===== src/rtl/matrix_frame_sched.sv =====
// Round-robin frame scheduler for an 8x8 serial LED strip: grants one source per frame,
// fetches one pixel bit per LED and shifts out start frame, colour words and end frame.
module matrix_frame_sched #(
    parameter int NUM_LEDS  = 64,
    parameter int FRAME_DIV = 5000,
    parameter int SNAKE     = 1
) (
    input  logic        clk,
    input  logic        reset,
    input  logic        en,
    input  logic [1:0]  req,
    input  logic [63:0] fg_colour,
    input  logic [63:0] bg_colour,
    output logic [5:0]  pix_addr,
    output logic        pix_rd,
    input  logic [1:0]  pix_bit,
    output logic [1:0]  gnt,
    output logic [1:0]  frame_done,
    output logic        busy,
    output logic        led_clk,
    output logic        led_data
);

    localparam int             TW        = (FRAME_DIV > 1) ? $clog2(FRAME_DIV) : 1;
    localparam logic [TW-1:0]  TICK_LAST = TW'(FRAME_DIV - 1);
    localparam logic [6:0]     LAST_N    = 7'(NUM_LEDS - 1);

    typedef enum logic [2:0] {
        S_IDLE  = 3'd0,
        S_ARB   = 3'd1,
        S_START = 3'd2,
        S_FETCH = 3'd3,
        S_LED   = 3'd4,
        S_END   = 3'd5
    } state_t;

    state_t         r_state;
    logic [TW-1:0]  r_tick_cnt;
    logic           r_tick_pending;
    logic           r_rr;
    logic [6:0]     r_cnt;
    logic [6:0]     r_n;
    logic [31:0]    r_shift;
    logic [1:0]     r_gnt;
    logic [1:0]     r_frame_done;
    logic           r_busy;
    logic           r_pix_rd;
    logic [5:0]     r_pix_addr;
    logic           r_led_clk;
    logic           r_led_data;

    logic           w_win;
    logic           w_src;
    logic [31:0]    w_word;
    logic [6:0]     w_n_next;
    logic           w_tick_wrap;
    logic           w_frame_start;

    // Odd rows run right-to-left on a snaked strip; 7-col is the bitwise inverse of col.
    function automatic logic [5:0] map_addr(input logic [5:0] n);
        if ((SNAKE != 32'sd0) && n[3]) begin
            map_addr = {n[5:3], ~n[2:0]};
        end else begin
            map_addr = n;
        end
    endfunction

    assign w_n_next      = r_n + 7'd1;
    assign w_tick_wrap   = (r_tick_cnt == TICK_LAST);
    assign w_frame_start = (r_state == S_IDLE) && en && r_tick_pending && (|req);

    // Arbitration winner and colour word selected by the captured pixel bit
    always_comb begin
        w_win  = 1'b0;
        w_word = 32'd0;
        w_src  = r_gnt[1];
        case (req)
            2'b11:   w_win = r_rr;
            2'b10:   w_win = 1'b1;
            default: w_win = 1'b0;
        endcase
        if (w_src) begin
            if (pix_bit[1]) begin
                w_word = fg_colour[63:32];
            end else begin
                w_word = bg_colour[63:32];
            end
        end else begin
            if (pix_bit[0]) begin
                w_word = fg_colour[31:0];
            end else begin
                w_word = bg_colour[31:0];
            end
        end
    end

    // Free-running frame-rate divider; a single pending flag absorbs extra ticks
    always_ff @(posedge clk or negedge reset) begin
        if (!reset) begin
            r_tick_cnt     <= '0;
            r_tick_pending <= 1'b0;
        end else begin
            if (w_tick_wrap) begin
                r_tick_cnt <= '0;
            end else begin
                r_tick_cnt <= r_tick_cnt + {{(TW-1){1'b0}}, 1'b1};
            end
            if (w_tick_wrap) begin
                r_tick_pending <= 1'b1;
            end else if (w_frame_start) begin
                r_tick_pending <= 1'b0;
            end
        end
    end

    // Frame sequencer; every output register holds the value for the cycle it is visible in
    always_ff @(posedge clk or negedge reset) begin
        if (!reset) begin
            r_state      <= S_IDLE;
            r_rr         <= 1'b0;
            r_cnt        <= 7'd0;
            r_n          <= 7'd0;
            r_shift      <= 32'd0;
            r_gnt        <= 2'b00;
            r_frame_done <= 2'b00;
            r_busy       <= 1'b0;
            r_pix_rd     <= 1'b0;
            r_pix_addr   <= 6'd0;
            r_led_clk    <= 1'b0;
            r_led_data   <= 1'b0;
        end else begin
            r_pix_rd     <= 1'b0;
            r_frame_done <= 2'b00;
            case (r_state)
                S_IDLE: begin
                    r_gnt      <= 2'b00;
                    r_led_clk  <= 1'b0;
                    r_led_data <= 1'b0;
                    if (w_frame_start) begin
                        r_state <= S_ARB;
                        r_busy  <= 1'b1;
                    end
                end
                S_ARB: begin
                    if (req == 2'b00) begin
                        r_state <= S_IDLE;
                        r_busy  <= 1'b0;
                    end else begin
                        r_gnt      <= w_win ? 2'b10 : 2'b01;
                        r_rr       <= ~w_win;
                        r_n        <= 7'd0;
                        r_cnt      <= 7'd0;
                        r_led_clk  <= 1'b0;
                        r_led_data <= 1'b0;
                        r_state    <= S_START;
                    end
                end
                S_START: begin
                    r_led_data <= 1'b0;
                    if (r_cnt == 7'd63) begin
                        r_cnt      <= 7'd0;
                        r_led_clk  <= 1'b0;
                        r_pix_rd   <= 1'b1;
                        r_pix_addr <= map_addr(r_n[5:0]);
                        r_state    <= S_FETCH;
                    end else begin
                        r_cnt     <= r_cnt + 7'd1;
                        r_led_clk <= ~r_cnt[0];
                    end
                end
                S_FETCH: begin
                    r_led_clk <= 1'b0;
                    if (r_cnt == 7'd0) begin
                        r_cnt      <= 7'd1;
                        r_led_data <= 1'b0;
                    end else begin
                        // Pixel bit is valid now; MSB goes straight out as LED phase A
                        r_cnt      <= 7'd0;
                        r_led_data <= w_word[31];
                        r_shift    <= {w_word[30:0], 1'b0};
                        r_state    <= S_LED;
                    end
                end
                S_LED: begin
                    if (r_cnt == 7'd63) begin
                        r_cnt      <= 7'd0;
                        r_led_clk  <= 1'b0;
                        r_led_data <= 1'b0;
                        r_n        <= w_n_next;
                        if (r_n == LAST_N) begin
                            r_state <= S_END;
                        end else begin
                            r_pix_rd   <= 1'b1;
                            r_pix_addr <= map_addr(w_n_next[5:0]);
                            r_state    <= S_FETCH;
                        end
                    end else if (r_cnt[0]) begin
                        r_cnt      <= r_cnt + 7'd1;
                        r_led_clk  <= 1'b0;
                        r_led_data <= r_shift[31];
                        r_shift    <= {r_shift[30:0], 1'b0};
                    end else begin
                        r_cnt     <= r_cnt + 7'd1;
                        r_led_clk <= 1'b1;
                    end
                end
                S_END: begin
                    r_led_data <= 1'b0;
                    if (r_cnt == 7'd127) begin
                        r_cnt        <= 7'd0;
                        r_led_clk    <= 1'b0;
                        r_frame_done <= r_gnt;
                        r_busy       <= 1'b0;
                        r_state      <= S_IDLE;
                    end else begin
                        r_cnt     <= r_cnt + 7'd1;
                        r_led_clk <= ~r_cnt[0];
                    end
                end
                default: begin
                    r_state    <= S_IDLE;
                    r_busy     <= 1'b0;
                    r_gnt      <= 2'b00;
                    r_led_clk  <= 1'b0;
                    r_led_data <= 1'b0;
                end
            endcase
        end
    end

    assign pix_addr   = r_pix_addr;
    assign pix_rd     = r_pix_rd;
    assign gnt        = r_gnt;
    assign frame_done = r_frame_done;
    assign busy       = r_busy;
    assign led_clk    = r_led_clk;
    assign led_data   = r_led_data;

endmodule


===== config.mk =====
export PLATFORM = sky130hd
export DESIGN_NAME = matrix_frame_sched
export DESIGN_NICKNAME = d
export VERILOG_FILES = /design/src/rtl/matrix_frame_sched.sv
export SDC_FILE = /design/constraint.sdc
export NUM_CORES = 1
export LEC_CHECK = 0
export BUFFER_PORTS_ARGS = -buffer_cell sky130_fd_sc_hd__buf_4
export CAP_MARGIN = 10
export CORE_MARGIN = 8
export CORE_UTILIZATION = 59
export CTS_BUF_LIST = sky130_fd_sc_hd__clkbuf_4 sky130_fd_sc_hd__clkbuf_8
export CTS_CLUSTER_DIAMETER = 40
export DETAILED_ROUTE_END_ITERATION = 8
export GPL_TIMING_DRIVEN = 0
export PLACE_DENSITY = 0.95
export RECOVER_POWER = 100
export SLEW_MARGIN = 20
export SYNTH_ARGS = -nofsm -noshare
export SYNTH_HDL_FRONTEND = slang
export SYNTH_SLANG_ARGS = --single-unit

===== constraint.sdc =====
create_clock -name clk -period 3.15 [get_ports clk]
set_input_delay 0.4725 -clock clk [delete_from_list [all_inputs] [get_ports clk]]
set_output_delay 0.4725 -clock clk [all_outputs]
set_load 0.01 [all_outputs]

==> out/metrics.yaml, run 1 <==
r2r_path_start: "r_cnt[0]"
multiInputGateArea_sq_mm: 0.00306
main_combinational_cell_family_by_area_after_synthesis: "multiplexers"
maxCapViolations: 1
drive_above_1_share_pct: 34.6
antenna-diode-count: 0
overflow: 0
floorplan.die.width_um: 111
synth_compound_area_share_pct: 10.3
root_buffer: "sky130_fd_sc_hd__clkbuf_8"
worst_setup_path_start_kind: "register"
grt_first_pass_wirelength_um: 23900
synth.top_cell.area_share_pct: 36.5
cts_inserted_buffers: 9
timing.critical_path.max_delay_family: "compound AO/OA/AOI/OAI gates"
critical-path-max-stage-delay_ps: 500
total_leakage_power_nw: 3.45
synthSimpleGateAreaFrac_pct: 12.1
reg2reg_depth: 7
start_util_pct: 60.8
detail_route.first_pass.iterations: 4
clk_latency_ps: 350
netlist-cell-type-count: 65
synth_top_cells_by_area: "sky130_fd_sc_hd__dfrtp_1 37%, sky130_fd_sc_hd__mux2i_1 18%, sky130_fd_sc_hd__mux2_2 7.3%"
max_clock_freq_mhz: 384
yosysSeqAreaShare_pct: 36.5
sinks_on_clock_net: 77
slowest_stage: "sky130_fd_sc_hd__a2bb2oi_1"
die_footprint_sq_mm: 0.0122
post_synthesis_xor_xnor_area_fraction_pct: 3.06
die_height_um: 111
number_of_global_route_vias_before_repair: 4705
routedWlPerCell_um: 19.3
final_hold_viol_count: 0
htreeDepth: 3
mappedNetlistNets: 629
ff_latch_area_sq_mm: 0.00193
fin_crit_ps: 2600
yosys.area.top_type: "sky130_fd_sc_hd__dfrtp_1"
place_hpwl_um: 10900
routed_via_count_divided_by_cell_count: 5.98
worst_r2r_endpoint: "r_shift[8]"
reg2reg_setup_slack_ps: 550
synth_adder_area_share_pct: 1.19
cts_resized: 0
final.period_utilization_pct: 82.6
tritoncts: "built"
ys_async_sr_fraction_pct: 100
synth_area_sq_mm: 0.00527
clock_tree.buffer_depth: 2
layout.nets: 786
max_slew.worst_pin.slew_ps: 1870
drc: 0
critical_path_class: "reg -> reg"
slew-limit-headroom_pct: -24.8
synth.ff_latch_count: 77
synthCells: 489
drt_iter0_drc: 306
violated_checks: "max-capacitance violations, max-slew violations"
setup.worst_path.end_class: "register"
buffer_count_from_post_cts_setup_fixing: 0
setup_viol_count_final: 0
syn2layout_area_growth_pct: 25.1
synth-warning-count: 0
synth_mux_area_share_pct: 32.7
syn-mean-instance-area_sq_um: 10.8
grt_antenna_before_repair: 0
worst-path-stages: 7
cp.buffers_inverters: 2
design.core.area_sq_mm: 0.00868
run_status: "finished with violations"
clk_transition_reported_paths_ps: 80
vias: 4537
hold_path.class: "in -> reg"
top_level_ports: 149
worst-path-max-fanout: 10
std_cell_rows: 34
endpoint: "r_shift[8]"
last_weighted_congestion_value_of_the_routability_driven_placer: 0.896
fillers: 567
timing.critical_path.required_ps: 3380
number_of_slew_limit_violations_in_the_final_report: 78
ant_nets: 0
setup_total_negative_slack_ps: 0
grt_setup_unrepaired: "no"
power_density_mw_per_mm2: 322
synth_flop_cell: "sky130_fd_sc_hd__dfrtp_1"
hold_fix_buffers_at_cts: 0
wirelength_um: 14700
grt_util_overall_pct: 23.5
port_buffers: 146
timing.critical_path.cells: "ha_1 -> and3_1 -> clkbuf_1 -> a21oi_1 -> a2bb2oi_1 -> buf_6 -> mux2_1"
post-route-worst-setup-slack_ps: 547
synth-edff-count: 0
fin_worst_hold_slack_ps: 364
vdd_ir_drop_max_mv: 0.327
clock-skew-final_ps: 9.05
critPathLaunch: "r_cnt[0]"
place_worst_setup_slack_ps: 874
largest_net_degree_at_the_start_of_global_routing: 78
timing.critical_path.arrival_ps: 2830
power breakdown:
group          internal, mW  switching [mW]
Clock                 0.462           0.383
Combinational         0.181           0.112
Sequential            0.988               0
Total                  1.63           0.495
cell families (layout without fill, tap and decap cells):
| group | after synthesis | count (layout) |
|---|---|---|
| multiplexers | 157 | 157 |
| XOR/XNOR | 16 | 16 |
| buffers and inverters | 40 | 202 |
| AND/OR/NAND/NOR | 116 | 116 |
| AO/OA/AOI/OAI | 78 | 78 |
| flip-flops | 77 | 77 |
| adder cells (fa/ha/maj) | 5 | 5 |
metrics by stage:
stage | std cells | cell area (sq um) | utilization (%) | power [mW]
finish | 759 | 6590 | 76.0 | 2.13
global placement | 743 | 6500 | 74.9 | 1.29
CTS | 759 | 6730 | 77.5 | 2.14
global route | 759 | 6590 | 76.0 | 2.19
floorplan | 489 | 5270 | - | 1.13
detailed placement | 743 | 6500 | 74.9 | 1.30
flip-flops by register name, indices dropped and copies added, names as in the netlist:
register	flops
busy	1
r_tick_pending	1
pix_addr	6
r_shift	31
r_rr	1
frame_done	2
pix_rd	1
led_data	1
gnt	2
r_state	3
r_cnt	7
led_clk	1
r_n	7
r_tick_cnt	13
cell type report:
type / instances / share of cell area, %
buffer: 28 / 2.49
clock inverter: 6 / 1.42
sequential: 77 / 29.2
inverter: 12 / 0.683
timing repair buffer: 146 / 15.8
clock buffer: 10 / 1.99
multi-input combinational: 372 / 46.4
tap: 108 / 2.05
metal layers:
layer,up-vias,track usage [%],share of wire (%)
li1,2110,-,-
met1,2190,27.9,42
met2,204,39.8,49
met3,33,5.14,5.8
met4,0,10.3,2.8
met5,-,0,0
worst min path at each step:
stage                        startpoint             end  slack [ps]  cells past startpoint
after floorplan                   reset            busy         180                      0
after CTS                         reset  r_tick_cnt[11]         310                      1
after detailed placement  r_tick_cnt[0]   r_tick_cnt[0]         450                      1
after global placement    r_tick_cnt[0]   r_tick_cnt[0]         440                      1
final                            req[1]            r_rr         360                      2
after global routing             req[1]            r_rr         380                      2
layout by cell type (no fill, tap or decap), types with 10 or more instances in the layout:
cell type                  count
sky130_fd_sc_hd__clkbuf_1     21
sky130_fd_sc_hd__o21ai_0      22
sky130_fd_sc_hd__buf_4       132
sky130_fd_sc_hd__mux2_1       19
sky130_fd_sc_hd__nand3_1      13
sky130_fd_sc_hd__a31oi_1      10
sky130_fd_sc_hd__mux2_2       34
sky130_fd_sc_hd__nor2_1       19
sky130_fd_sc_hd__nor3_1       11
sky130_fd_sc_hd__buf_2        13
sky130_fd_sc_hd__a21oi_1      10
sky130_fd_sc_hd__nand2_1      32
sky130_fd_sc_hd__mux2i_1      93
sky130_fd_sc_hd__inv_1        11
sky130_fd_sc_hd__xnor2_1      12
sky130_fd_sc_hd__mux2_4       11
sky130_fd_sc_hd__dfrtp_1      77
Yosys cell counts (2+ instances only):
master,n
sky130_fd_sc_hd__a21o_1,2
sky130_fd_sc_hd__xnor2_1,12
sky130_fd_sc_hd__nor2_1,19
sky130_fd_sc_hd__buf_4,2
sky130_fd_sc_hd__xor2_1,2
sky130_fd_sc_hd__nand3b_1,3
sky130_fd_sc_hd__nor4_1,3
sky130_fd_sc_hd__clkbuf_1,5
sky130_fd_sc_hd__buf_6,5
sky130_fd_sc_hd__nand2_1,32
sky130_fd_sc_hd__nand3_1,13
sky130_fd_sc_hd__or2_2,3
sky130_fd_sc_hd__mux2_4,19
sky130_fd_sc_hd__o21ai_1,2
sky130_fd_sc_hd__nand4_1,4
sky130_fd_sc_hd__buf_2,14
sky130_fd_sc_hd__nand2b_1,3
sky130_fd_sc_hd__a31oi_1,10
sky130_fd_sc_hd__o211ai_1,6
sky130_fd_sc_hd__o21ai_0,22
sky130_fd_sc_hd__mux2_1,11
sky130_fd_sc_hd__nor2b_1,5
sky130_fd_sc_hd__o31ai_1,3
sky130_fd_sc_hd__a21oi_1,8
sky130_fd_sc_hd__mux2_2,34
sky130_fd_sc_hd__a22o_1,5
sky130_fd_sc_hd__or3_1,3
sky130_fd_sc_hd__mux2i_1,93
sky130_fd_sc_hd__ha_1,5
sky130_fd_sc_hd__nor3_1,9
sky130_fd_sc_hd__o21a_1,3
sky130_fd_sc_hd__o21bai_1,2
sky130_fd_sc_hd__dfrtp_1,77
sky130_fd_sc_hd__and3b_1,2
sky130_fd_sc_hd__and3_1,7
sky130_fd_sc_hd__a21oi_2,2
sky130_fd_sc_hd__inv_1,11
(Power assumes the default switching activity.)
==> run 2: changes to the inputs <==
--- a/config.mk
+++ b/config.mk
@@ -5,15 +5,16 @@
 export SDC_FILE = /design/constraint.sdc
 export NUM_CORES = 1
 export LEC_CHECK = 0
+export ABC_AREA = 1
 export BUFFER_PORTS_ARGS = -buffer_cell sky130_fd_sc_hd__buf_4
 export CAP_MARGIN = 10
 export CORE_MARGIN = 8
-export CORE_UTILIZATION = 59
+export CORE_UTILIZATION = 54
 export CTS_BUF_LIST = sky130_fd_sc_hd__clkbuf_4 sky130_fd_sc_hd__clkbuf_8
 export CTS_CLUSTER_DIAMETER = 40
 export DETAILED_ROUTE_END_ITERATION = 8
 export GPL_TIMING_DRIVEN = 0
-export PLACE_DENSITY = 0.95
+export PLACE_DENSITY = 0.93
 export RECOVER_POWER = 100
 export SLEW_MARGIN = 20
 export SYNTH_ARGS = -nofsm -noshare
==> constraint.sdc (replaced) <==
create_clock -name clk -period 2.55 [get_ports clk]
set_input_delay 0.3825 -clock clk [delete_from_list [all_inputs] [get_ports clk]]
set_output_delay 0.3825 -clock clk [all_outputs]
set_load 0.01 [all_outputs]
==> run 2 against run 1 <==
- the flow still finishes with violations (max-capacitance violations, max-slew violations)
- wire length increased by 6.9%
- first-iteration DRC count increased by 110%
- count of clock-buffer cells in the layout increased by 1
- critical path type unchanged
- critical endpoint is now r_n[4]
- largest power group is now combinational logic
==> out/metrics.yaml, run 2 <==
antenna-diode-count: 0  # unchanged
setup_total_negative_slack_ps: 0  # unchanged
final.period_utilization_pct: 77.3  # was 82.6%
start_util_pct: 55.3  # was 60.8%
hold_fix_buffers_at_cts: 0  # unchanged
syn-mean-instance-area_sq_um: 6.40  # was 10.8 sq um
number_of_slew_limit_violations_in_the_final_report: 78  # unchanged
root_buffer: "sky130_fd_sc_hd__clkbuf_8"  # unchanged
layout.nets: 1088  # was 786
synth-edff-count: 0  # unchanged
timing.critical_path.required_ps: 2820  # was 3380 ps
critPathLaunch: "r_cnt[0]"  # unchanged
ant_nets: 0  # unchanged
htreeDepth: 3  # unchanged
synth_area_sq_mm: 0.00506  # was 0.00527 sq mm
slowest_stage: "sky130_fd_sc_hd__dfrtp_1"  # was sky130_fd_sc_hd__a2bb2oi_1
synth.most_common_cell: "sky130_fd_sc_hd__nand2_1"  # was sky130_fd_sc_hd__mux2i_1
final_hold_viol_count: 0  # unchanged
synth_mux_area_share_pct: 0  # was 32.7%
dpl_cell_area_sq_mm: 0.00629  # was 0.00650 sq mm
post_layout_nonfiller_instances: 1064  # was 759
post-route-cell-area_sq_mm: 0.00644  # was 0.00659 sq mm
largest_register: "r_shift"  # unchanged
place_hpwl_um: 12000  # was 10,900 um
setup.worst_path.end_class: "register"  # unchanged
synth_compound_area_share_pct: 3.69  # was 10.3%
port_buffers: 146  # unchanged
wirelength_um: 15700  # was 14,700 um
synth.ff_latch_count: 77  # unchanged
clk_transition_reported_paths_ps: 80  # about the same
total_leakage_power_nw: 3.54  # was 3.45 nW
max_slew.worst_pin.slew_ps: 1880  # was 1870 ps
cts_inserted_buffers: 9  # unchanged
sinks_on_clock_net: 77  # unchanged
synth_adder_area_share_pct: 1.24  # was 1.19%
critical_path_class: "reg -> reg"  # unchanged
clock_tree.buffer_depth: 2  # unchanged
clk_latency_ps: 360  # was 350 ps
post-route-worst-setup-slack_ps: 578  # was 547 ps
place_inst: 1048  # was 743
holdCritStartpoint: "req[0]"  # was req[1]
violated_checks: "max-capacitance violations, max-slew violations"  # unchanged
routed_via_count_divided_by_cell_count: 5.41  # was 5.98
post_synthesis_xor_xnor_area_fraction_pct: 1.56  # was 3.06%
top_level_ports: 149  # unchanged
synthSimpleGateAreaFrac_pct: 47.7  # was 12.1%
critical-path-max-stage-delay_ps: 390  # was 500 ps
max_clock_freq_mhz: 507  # was 384 MHz
number_of_global_route_vias_before_repair: 5394  # was 4,705
synthCells: 791  # was 489
ys_async_sr_fraction_pct: 100  # unchanged
syn2layout_area_growth_pct: 27.3  # was 25.1%
netlist-cell-type-count: 30  # was 65
fin_crit_ps: 1970  # was 2600 ps
fin_util_pct: 70.4  # was 76.0%
main_combinational_cell_family_by_area_after_synthesis: "simple AND/OR/NAND/NOR gates"  # was multiplexers
layout.cells.most_common_list: "355 x sky130_fd_sc_hd__nand2_1, 157 x sky130_fd_sc_hd__nand3_1, 137 x sky130_fd_sc_hd__buf_4, 77 x sky130_fd_sc_hd__dfrtp_1, 51 x sky130_fd_sc_hd__inv_1"  # was 132 x sky130_fd_sc_hd__buf_4, 93 x sky130_fd_sc_hd__mux2i_1, 77 x sky130_fd_sc_hd__dfrtp_1, 34 x sky130_fd_sc_hd__mux2_2, 32 x sky130_fd_sc_hd__nand2_1
synth.cells.most_frequent: "353 x sky130_fd_sc_hd__nand2_1, 155 x sky130_fd_sc_hd__nand3_1, 77 x sky130_fd_sc_hd__dfrtp_1"  # was 93 x sky130_fd_sc_hd__mux2i_1, 77 x sky130_fd_sc_hd__dfrtp_1, 34 x sky130_fd_sc_hd__mux2_2
mostFrequentLayoutCell: "sky130_fd_sc_hd__nand2_1"  # was sky130_fd_sc_hd__buf_4
drt_iter0_drc: 649  # was 306
buffer_count_from_post_cts_setup_fixing: 0  # unchanged
die_height_um: 113  # was 111 um
maxCapViolations: 1  # unchanged
timing.critical_path.arrival_ps: 2240  # was 2830 ps
worst-path-max-fanout: 10  # unchanged
drive_above_1_share_pct: 18.2  # was 34.6%
place_worst_setup_slack_ps: 748  # was 874 ps
mappedNetlistNets: 931  # was 629
grt_setup_unrepaired: "no"  # unchanged
yosys.area.top_type: "sky130_fd_sc_hd__dfrtp_1"  # unchanged
last_weighted_congestion_value_of_the_routability_driven_placer: 0.937  # was 0.896
reg_top3: "r_shift: 31 flops, r_tick_cnt: 13 flops"  # unchanged
yosysSeqAreaShare_pct: 38.1  # was 36.5%
synth_flop_cell: "sky130_fd_sc_hd__dfrtp_1"  # unchanged
overflow: 0  # unchanged
largest_register_ff_count: 31  # unchanged
worst_setup_path_start_kind: "register"  # unchanged
run_status: "finished with violations"  # unchanged
r2r_path_start: "r_cnt[0]"  # unchanged
timing.critical_path.cells: "ha_1 -> nand2_1 -> nor2_1 -> nand2_2 -> nand2_2 -> nand3_1 -> inv_1 -> nand2_1 -> o21ai_0"  # was ha_1 -> and3_1 -> clkbuf_1 -> a21oi_1 -> a2bb2oi_1 -> buf_6 -> mux2_1
grt_util_overall_pct: 24.1  # was 23.5%
grt_first_pass_wirelength_um: 25100  # was 23,900 um
cts_resized: 0  # unchanged
synth_top_cells_by_area: "sky130_fd_sc_hd__dfrtp_1 38%, sky130_fd_sc_hd__nand2_1 26%, sky130_fd_sc_hd__nand3_1 15%"  # was sky130_fd_sc_hd__dfrtp_1 37%, sky130_fd_sc_hd__mux2i_1 18%, sky130_fd_sc_hd__mux2_2 7.3%
setup_viol_count_final: 0  # unchanged
hold_path.class: "in -> reg"  # unchanged
std_cell_rows: 35  # was 34
design.core.area_sq_mm: 0.00915  # was 0.00868 sq mm
vias: 5759  # was 4,537
clock-skew-final_ps: 13.4  # was 9.05 ps
slew-limit-headroom_pct: -25.4  # was -24.8%
synth-warning-count: 0  # unchanged
detail_route.first_pass.iterations: 5  # was 4
die_footprint_sq_mm: 0.0127  # was 0.0122 sq mm
vdd_ir_drop_max_mv: 0.520  # was 0.327 mV
largest_net_degree_at_the_start_of_global_routing: 78  # unchanged
routedWlPerCell_um: 14.7  # was 19.3 um
synth.top_cell.area_share_pct: 38.1  # was 36.5%
grt_antenna_before_repair: 0  # unchanged
power_density_mw_per_mm2: 736  # was 322 mW/mm^2
drc: 0  # unchanged
floorplan.die.width_um: 113  # was 111 um
tritoncts: "built"  # unchanged
==> run 2: changes by cell type in the layout (fill, tap and decap cells not counted), sizes merged, moves of 6 or more <==
cell	change
inv	+39
xnor2	-11
and3	-7
nand2	+329
buf	-6
nand3	+144
clkbuf	+18
mux2	-64
mux2i	-93
nor2	+15
a31oi	-9
==> run 2: worst max-delay path, delay by kind of cell (launching register included) <==
family                   cells  cell delay, ps
buffers and inverters        1             240
adder cells (fa/ha/maj)      1             200
flip-flops                   1             390
AND/OR/NAND/NOR              6             960
AO/OA/AOI/OAI                1             100
==> run 2: worst paths after layout <==
check	end	slack, ps	cells after the start
worst max register to register	r_n[4]	580	9
max in group asynchronous	r_tick_cnt[2]	890	1
worst min register to register	busy	470	2
min in group asynchronous	pix_addr[2]	510	1
worst min-delay path	gnt[1]	360	4
worst max-delay path	r_n[4]	580	9
==> run 2: routing by layer <==
metal  vias up  track usage (%)  routed length, um
met5         -                0                  0
met4         0             8.81                403
met3        36             5.11               1230
met2       277             42.5               7630
met1      2612             28.1               6400
li1       2834                -                  -
==> run 2: cell type report <==
cell class,count,area [sq um]
clock buffer,11,145
sequential,77,1930
tap,111,139
inverter,55,206
timing repair buffer,146,1040
multi-input combinational,620,2720
fill,771,2710
clock inverter,5,83.8
buffer,39,179
==> run 2: cell families (layout without fill, tap and decap cells) <==
logic type | Yosys count | count (layout)
fa+ha+maj | 5 | 5
flops | 77 | 77
xor+xnor | 9 | 9
buf+inv | 94 | 256
compound gates | 35 | 35
simple gates | 571 | 571
==> run 2: metrics by stage <==
stage               total power, mW  hold slack (ps)
floorplan                      3.08             86.9
global placement               3.68              457
detailed placement             3.74              465
CTS                            4.80              198
global route                   5.08              372
finish                         4.74              359
==> run 2: power breakdown <==
part / total [mW] / internal, mW / switching, mW
clock: 1.06 / 0.590 / 0.465
sequential: 1.72 / 1.54 / 0.182
combinational: 1.96 / 0.719 / 1.24
